[src/rtl/fifo_lane_pkg.sv]
// +----------------------------------------------------------------------------+
// | fifo_lane_pkg : shared data width, pointer-width helper and reset values   |
// | Revision      : 1.0                                                        |
// +----------------------------------------------------------------------------+
`default_nettype none

package fifo_lane_pkg;

  localparam int DATA_W_DEF = 8;

  localparam logic DATA_RST_BIT = 1'b0;
  localparam logic FLAG_RST     = 1'b0;
  localparam logic EMPTY_RST    = 1'b1;

  function automatic int ptr_w(input int depth);
    return (depth < 2) ? 1 : $clog2(depth);
  endfunction

endpackage

`default_nettype wire

[src/rtl/fifo_lane_mem.sv]
// +----------------------------------------------------------------------------+
// | fifo_lane_mem : DEPTH x DATA_W register file, sync write / async read      |
// | Revision      : 1.0                                                        |
// +----------------------------------------------------------------------------+
`default_nettype none

module fifo_lane_mem
  import fifo_lane_pkg::*;
#(
  parameter int DATA_W = DATA_W_DEF,
  parameter int DEPTH  = 4,
  parameter int PTR_W  = ptr_w(DEPTH)
) (
  input  logic              clk,
  input  logic              we,
  input  logic [PTR_W-1:0]  waddr,
  input  logic [DATA_W-1:0] wdata,
  input  logic [PTR_W-1:0]  raddr,
  output logic [DATA_W-1:0] rdata
);

  // No reset on the array: contents are only observable through valid pops.
  logic [DATA_W-1:0] mem [DEPTH];

  always_ff @(posedge clk) begin
    if (we) begin
      mem[waddr] <= wdata;
    end
  end

  assign rdata = mem[raddr];

endmodule

`default_nettype wire

[src/rtl/fifo_lane.sv]
// +----------------------------------------------------------------------------+
// | fifo_lane : per-lane byte FIFO behind the demux; error flags gated by      |
// |             FIFO_LANE_ERR_EN.                       Revision : 1.0         |
// +----------------------------------------------------------------------------+
`default_nettype none

module fifo_lane
  import fifo_lane_pkg::*;
#(
  parameter int DATA_W    = DATA_W_DEF,
  parameter int DEPTH     = 4,
  parameter int AF_THRESH = 3,
  parameter int AE_THRESH = 1
) (
  input  logic                      clk,
  input  logic                      reset,
  input  logic [DATA_W-1:0]         in0,
  input  logic                      in0_valid,
  input  logic                      pop,
  output logic [DATA_W-1:0]         out0,
  output logic                      valid_out0,
  output logic                      full,
  output logic                      empty,
  output logic                      almost_full,
  output logic                      almost_empty,
  output logic [ptr_w(DEPTH):0]     fifo_count,
  output logic                      err_overflow,
  output logic                      err_underflow
);

  localparam int PTR_W = ptr_w(DEPTH);
  localparam int CNT_W = PTR_W + 1;

  logic [PTR_W-1:0]  wr_ptr;
  logic [PTR_W-1:0]  rd_ptr;
  logic [DATA_W-1:0] rd_data;
  logic              push_ok;
  logic              pop_ok;

  // When full, a concurrent pop frees the slot being written.
  always_comb begin
    push_ok = in0_valid && (!full || pop);
    pop_ok  = pop && !empty;
  end

  fifo_lane_mem #(
    .DATA_W (DATA_W),
    .DEPTH  (DEPTH),
    .PTR_W  (PTR_W)
  ) u_mem (
    .clk   (clk),
    .we    (push_ok),
    .waddr (wr_ptr),
    .wdata (in0),
    .raddr (rd_ptr),
    .rdata (rd_data)
  );

  always_ff @(posedge clk) begin
    if (reset) begin
      wr_ptr     <= '0;
      rd_ptr     <= '0;
      fifo_count <= '0;
      out0       <= {DATA_W{DATA_RST_BIT}};
      valid_out0 <= FLAG_RST;
    end else begin
      if (push_ok) begin
        wr_ptr <= wr_ptr + PTR_W'(1);
      end
      if (pop_ok) begin
        rd_ptr <= rd_ptr + PTR_W'(1);
        out0   <= rd_data;
      end
      valid_out0 <= pop_ok;
      case ({push_ok, pop_ok})
        2'b10:   fifo_count <= fifo_count + CNT_W'(1);
        2'b01:   fifo_count <= fifo_count - CNT_W'(1);
        default: fifo_count <= fifo_count;
      endcase
    end
  end

  assign full         = (fifo_count == CNT_W'(DEPTH));
  assign empty        = (fifo_count == '0);
  assign almost_full  = (fifo_count >= CNT_W'(AF_THRESH));
  assign almost_empty = (fifo_count <= CNT_W'(AE_THRESH));

`ifdef FIFO_LANE_ERR_EN
  logic ovf_q;
  logic unf_q;

  always_ff @(posedge clk) begin
    if (reset) begin
      ovf_q <= FLAG_RST;
      unf_q <= FLAG_RST;
    end else begin
      if (in0_valid && full && !pop) begin
        ovf_q <= 1'b1;
      end
      if (pop && empty) begin
        unf_q <= 1'b1;
      end
    end
  end

  assign err_overflow  = ovf_q;
  assign err_underflow = unf_q;
`else
  assign err_overflow  = FLAG_RST;
  assign err_underflow = FLAG_RST;
`endif

endmodule

`default_nettype wire

[config.mk]
export PLATFORM = sky130hd
export DESIGN_NAME = fifo_lane
export DESIGN_NICKNAME = d
export VERILOG_FILES = /design/src/rtl/fifo_lane_pkg.sv /design/src/rtl/fifo_lane_mem.sv /design/src/rtl/fifo_lane.sv
export SDC_FILE = /design/constraint.sdc
export NUM_CORES = 1
export LEC_CHECK = 0
export BUFFER_PORTS_ARGS = -buffer_cell sky130_fd_sc_hd__buf_4
export CORE_UTILIZATION = 50
export DETAILED_ROUTE_END_ITERATION = 10
export PLACE_DENSITY = 0.74
export SLEW_MARGIN = 5
export SYNTH_ARGS = -nofsm -noshare
export SYNTH_HDL_FRONTEND = slang
export SYNTH_SLANG_ARGS = --single-unit
[constraint.sdc]
create_clock -name clk -period 1.7 [get_ports clk]
set_input_delay 0.255 -clock clk [delete_from_list [all_inputs] [get_ports clk]]
set_output_delay 0.255 -clock clk [all_outputs]
set_load 0.02 [all_outputs]
-- Word-level counts from Yosys, hierarchy flattened
Memories as Yosys holds them, arrays and structs flattened. A register that Yosys moved wholly into a read port is not among the register bits.
Cells that the tools add are included.
- logic and storage cells: 24
- register bits after elaboration: 8
- output and inout bits: 18
- memory bits (writable): 32
- memories: 1
- input bits: 12
- memory list (name ; depth ; width ; rd ports ; clocked after Yosys merged registers in ; wr ports ; RTL line ; text):
    u_mem.mem ; 4 ; 8 ; 1 ; 1 ; 1 ; fifo_lane_mem.sv:23 ; logic [DATA_W-1:0] mem [DEPTH];
- add/subtract/negate cells: 4
- $lt $le $gt $ge: 2
- mux-type cells: 3
- reductions and logical operators: 7
- equality and inequality tests: 3
- operators with widths (cell ; count):
    $pmux 3 s2 ; 1
    $add 2x1->2 const B ; 2
    $add 3x1->3 const B ; 1
    $eq 3x3->1 const B ; 1
    $ge 3x2->1 const B ; 1
    $le 3x1->1 const B ; 1
    $logic_not 3->1 ; 1
    $sub 3x1->3 const B ; 1
    $eq 2x1->1 const B ; 1
    $eq 2x2->1 const B ; 1
    $logic_and 1x1->1 ; 2
    $logic_not 1->1 ; 2
    $mux 1 ; 2
    $reduce_bool 2->1 ; 1
    $logic_or 1x1->1 ; 1

-- Depth between registers and ports, before layout
- depth after elaboration: 6
- gate-level depth with buffers: 11

-- Modules after synthesis
From an unflattened synthesis, not the netlist that was laid out.
- cells, all modules: 142
- area total of the unflattened synthesis: 1979.4 µm²
- by module, submodules not included (module ; times used ; cells each ; area an instance (µm²)):
    fifo_lane_mem ; 1 ; 46 ; 1188.6
    fifo_lane ; 1 ; 96 ; 790.8

-- Least setup slack after synthesis
OpenSTA, ideal clock, no wires.
- kind: flip-flop to flip-flop
- start: reg fifo_count[0]
- end: reg fifo_count[2]
- clock period less this slack: 2.025 ns
- setup slack: -0.325 ns
- arrival: 1.899 ns
- library setup time: 0.126 ns
- stages on the path, launching flop included: 11
- cells stage by stage: dfxtp_1 > inv_1 > ha_1 > nand2b_4 > buf_8 > inv_4 > buf_2 > nor2_1 > ha_1 > o21ai_0 > a21oi_1
- RTL lines (item ; RTL line ; text):
    start: declaration ; fifo_lane.sv:26 ; output logic [ptr_w(DEPTH):0] fifo_count,
    start signal: assignment ; fifo_lane.sv:76 ; 2'b10: fifo_count <= fifo_count + CNT_W'(1);
    start signal: assignment ; fifo_lane.sv:77 ; 2'b01: fifo_count <= fifo_count - CNT_W'(1);
    start signal: assignment ; fifo_lane.sv:78 ; default: fifo_count <= fifo_count;
    $logic_not 3->1 * ; fifo_lane.sv:84 ; assign empty = (fifo_count == '0);
    named net empty ; fifo_lane.sv:23 ; output logic empty,
    $logic_not 1->1 * ; fifo_lane.sv:43 ; pop_ok = pop && !empty;
    $logic_and 1x1->1 * ; fifo_lane.sv:43 ;
    named net pop_ok ; fifo_lane.sv:38 ; logic pop_ok;
    $eq 2x1->1 or $eq 2x2->1 (tied branches) ; fifo_lane.sv:75 ; case ({push_ok, pop_ok})
    $pmux 3 s2 or $reduce_bool 2->1 (tied branches) ; n/a ;
The timed path passes the listed nets; every way through them passes the cells marked *.
A chain may end at the register's enable or synchronous reset.

-- Worst setup path after layout
- start: reg fifo_count[0]
- end: reg fifo_count[2]
- longest elaborated chain between the ends: 6
- ends and longest elaborated chain (item ; RTL line ; text):
    $eq 3x3->1 ; fifo_lane.sv:83 ; assign full = (fifo_count == CNT_W'(DEPTH));
    $logic_not 1->1 ; fifo_lane.sv:42 ; push_ok = in0_valid && (!full || pop);
    $logic_or 1x1->1 ; fifo_lane.sv:42 ;
    $logic_and 1x1->1 ; fifo_lane.sv:42 ;
    $eq 2x1->1 or $eq 2x2->1 (tied branches) ; fifo_lane.sv:75 ;
    $pmux 3 s2 or $reduce_bool 2->1 (tied branches) ; n/a ;
Several ways; a longest one is shown, not always the timed one.

==> results_dict.tcl <==
set metrics [dict create \
    status "completed" \
    ys_types 29 \
    seq_area_frac_synth_pct 62.40 \
    area_growth_pct 21.57 \
    first_iter_violations 76 \
    cts_made_buffers 5 \
    portBuffers 27 \
    syn_inst 151 \
    path_clk_slew_ns 0.08 \
    ir_drop_mv 0.8184 \
    first_pass_iters 4 \
    grt_use_met1_pct 22.30 \
    die_y_um 66.08 \
    layout_commonest_cell "edfxtp_1" \
    layout_common_cells "edfxtp_1, buf_4, a21oi_1" \
    design_area_mm2 0.002496 \
    hold_path_class "in2reg" \
    initial_core_util_pct 54.05 \
    routed_via_density 5.509 \
    use_met3_pct 5.690 \
    rows 22 \
    skew_ns 0.005700 \
    pwr-share-clk_pct 20.5 \
    hp-start "in0[7]" \
    timing.rr.end "fifo_count[2]" \
    setup-tns-final_ns 0 \
    grtUsageTotal_pct 19.23 \
    fillers 275 \
    fin_nets 205 \
    wirelength_mm 3.675 \
    finalCriticalPeriod_ns 1.615 \
    switching_share_pct 33.11 \
    ctsHtreeMaxLevel 2 \
    seq_area_mm2 0.001290 \
    multi_input_area_um2 680.7 \
    cts_root_buffer "clkbuf_8" \
    grt_busiest_layer "met2" \
    internal_power_mw 2.523 \
    overflow 0 \
    rsz0062_at_grt "no" \
    dp_hpwl_mm 2.546 \
    fmax_ghz 0.6192 \
    vias 1278 \
    r2r-start "fifo_count[0]" \
    die_x_um 66.08 \
    io_pins 30 \
    synth_edf_count 32 \
    synthFlopType "edfxtp_1" \
    holdPathEnd "u_mem.mem[0][7]" \
    diodes 0 \
    yosys_warnings 0 \
    die_area_mm2 0.004367 \
    setup_ws_ns 0.08491 \
    worst-path-max-fanout 5 \
    pwr-share-seq_pct 39.9 \
    post_dp_cell_area_mm2 0.002355 \
    grt_pass1_wl_mm 5.858 \
    maxSlewViolCount 0 \
    critPathLaunchType "register" \
    wl_per_cell_um 15.84 \
    antenna_found_initial 0 \
    grt_pass1_vias 1207 \
    cts_tree "yes" \
    pwr-share-comb_pct 39.6 \
    core-area_mm2 0.003799 \
    power_switching_mw 1.249 \
    hold_viol 0 \
    endpoint_kind "register" \
    clockBufferDepth 2 \
    ant_nets 0 \
    maxCapViolCount 0 \
    dpl_worst_slack_ns 0.07229 \
    critPathKind "reg2reg" \
    clock_latency_ns 0.30 \
    gp_congestion 0.7561 \
    power.density_mw_per_mm2 1511 \
    setup_violations 0 \
    synth_seq_cells 48 \
    fin_crit_sh_pct 95.01 \
    synth_area_per_cell_um2 13.60 \
    async_reset_ff_share_pct 0 \
    drc 0 \
    min_path_cells 1 \
    ff2ff_path_depth 9 \
    arrival_ns 1.80 \
    crit_required_ns 1.89 \
    gr-usage-met2_pct 33.80 \
    grt_max_degree 17 \
    p_leak_nw 0.9539 \
    reg2reg_slack_ns 0.08 \
    netlist_area_mm2 0.002053 \
    final_layout_size_suffix_gt1_share_pct 31.52 \
    cts.sinks 48 \
]
-- registers in the layout, indices dropped and copies added, names as in the netlist --
register and flops:
fifo_count 3, rd_ptr 2, valid_out0 1, u_mem.mem 32
out0 8, wr_ptr 2
-- cell families after synthesis --
logic type      after synthesis  share of synthesized area [%]
compound gates               30                          7.679
xor+xnor                      2                         0.8533
flops                        48                          62.40
mux                           8                          8.775
simple gates                 30                          8.166
buf+inv                      22                          5.849
fa+ha+maj                    10                          6.094
other cells                   1                         0.1826
-- worst max-delay path by stage --
| stage | startpoint | endpoint | slack, ns | cells past startpoint |
|---|---|---|---|---|
| after floorplan | fifo_count[0] | fifo_count[2] | 0.008 | 10 |
| after global placement | fifo_count[0] | fifo_count[1] | 0.12 | 8 |
| after detailed placement | fifo_count[0] | fifo_count[2] | 0.07 | 8 |
| after CTS | fifo_count[0] | almost_full | 0.03 | 5 |
| after global routing | fifo_count[0] | almost_full | 0.003 | 5 |
| final | fifo_count[0] | fifo_count[2] | 0.08 | 9 |
-- critical path: stages (launching register included) --
cell	delay, ns
dfxtp_4	0.38
inv_2	0.07
ha_4	0.18
and3b_1	0.18
nor2_1	0.09
inv_1	0.08
ha_4	0.17
and3b_1	0.16
o21bai_1	0.12
a21oi_1	0.08
-- stage by stage --
stage	hold WS [ns]	power [mW]	std cells	util, %
floorplan	0.3539	2.578	152	-
global placement	0.4528	2.852	221	61.99
detailed placement	0.4583	2.917	221	61.99
CTS	0.1436	3.689	229	64.79
global route	0.1424	3.992	232	65.71
finish	0.1556	3.772	232	65.71
-- synthesized netlist by cell type (2+ instances only) --
cell type,count,area (um^2)
edfxtp_1,32,960.9
and3b_1,2,17.52
dfxtp_1,16,320.3
xor2_1,2,17.52
ha_1,10,125.1
mux4_2,8,180.2
a21oi_1,14,70.07
clkbuf_1,5,18.77
o21ai_0,13,65.06
buf_4,2,15.01
and3_1,4,25.02
inv_1,9,33.78
nand3_1,11,55.05
buf_6,2,22.52
nor2_1,7,26.28
-- repair_timing --
action / CTS / global route
buffers inserted: 0 / 3
endpoints found under the setup margin: 0 / 4
hold buffers: 0 / 0
resized for setup: 0 / 3
-- area by class of cell --
| cell class | count | share of cell area, % |
|---|---|---|
| inverter | 11 | 1.855 |
| sequential | 48 | 51.68 |
| tap | 48 | 2.406 |
| clock inverter | 3 | 1.504 |
| timing repair buffer | 35 | 12.53 |
| multi-input combinational | 82 | 27.27 |
| clock buffer | 5 | 2.757 |
-- per-layer routing --
metal,up-vias,wire length (um)
met5,-,0
met4,0,54
met3,6,160
met2,35,1957
met1,630,1503
li1,607,-
-- power groups by stage --
| stage | Clock, mW | Sequential (mW) | Combinational [mW] |
|---|---|---|---|
| final | 0.774 | 1.51 | 1.49 |
| after global placement | 0 | 1.53 | 1.33 |
| after global routing | 0.845 | 1.52 | 1.62 |
| after CTS | 0.792 | 1.51 | 1.39 |
| after floorplan | 0 | 1.60 | 0.977 |
| after detailed placement | 0 | 1.54 | 1.38 |
No activity file was read; power rests on OpenSTA's default activity.
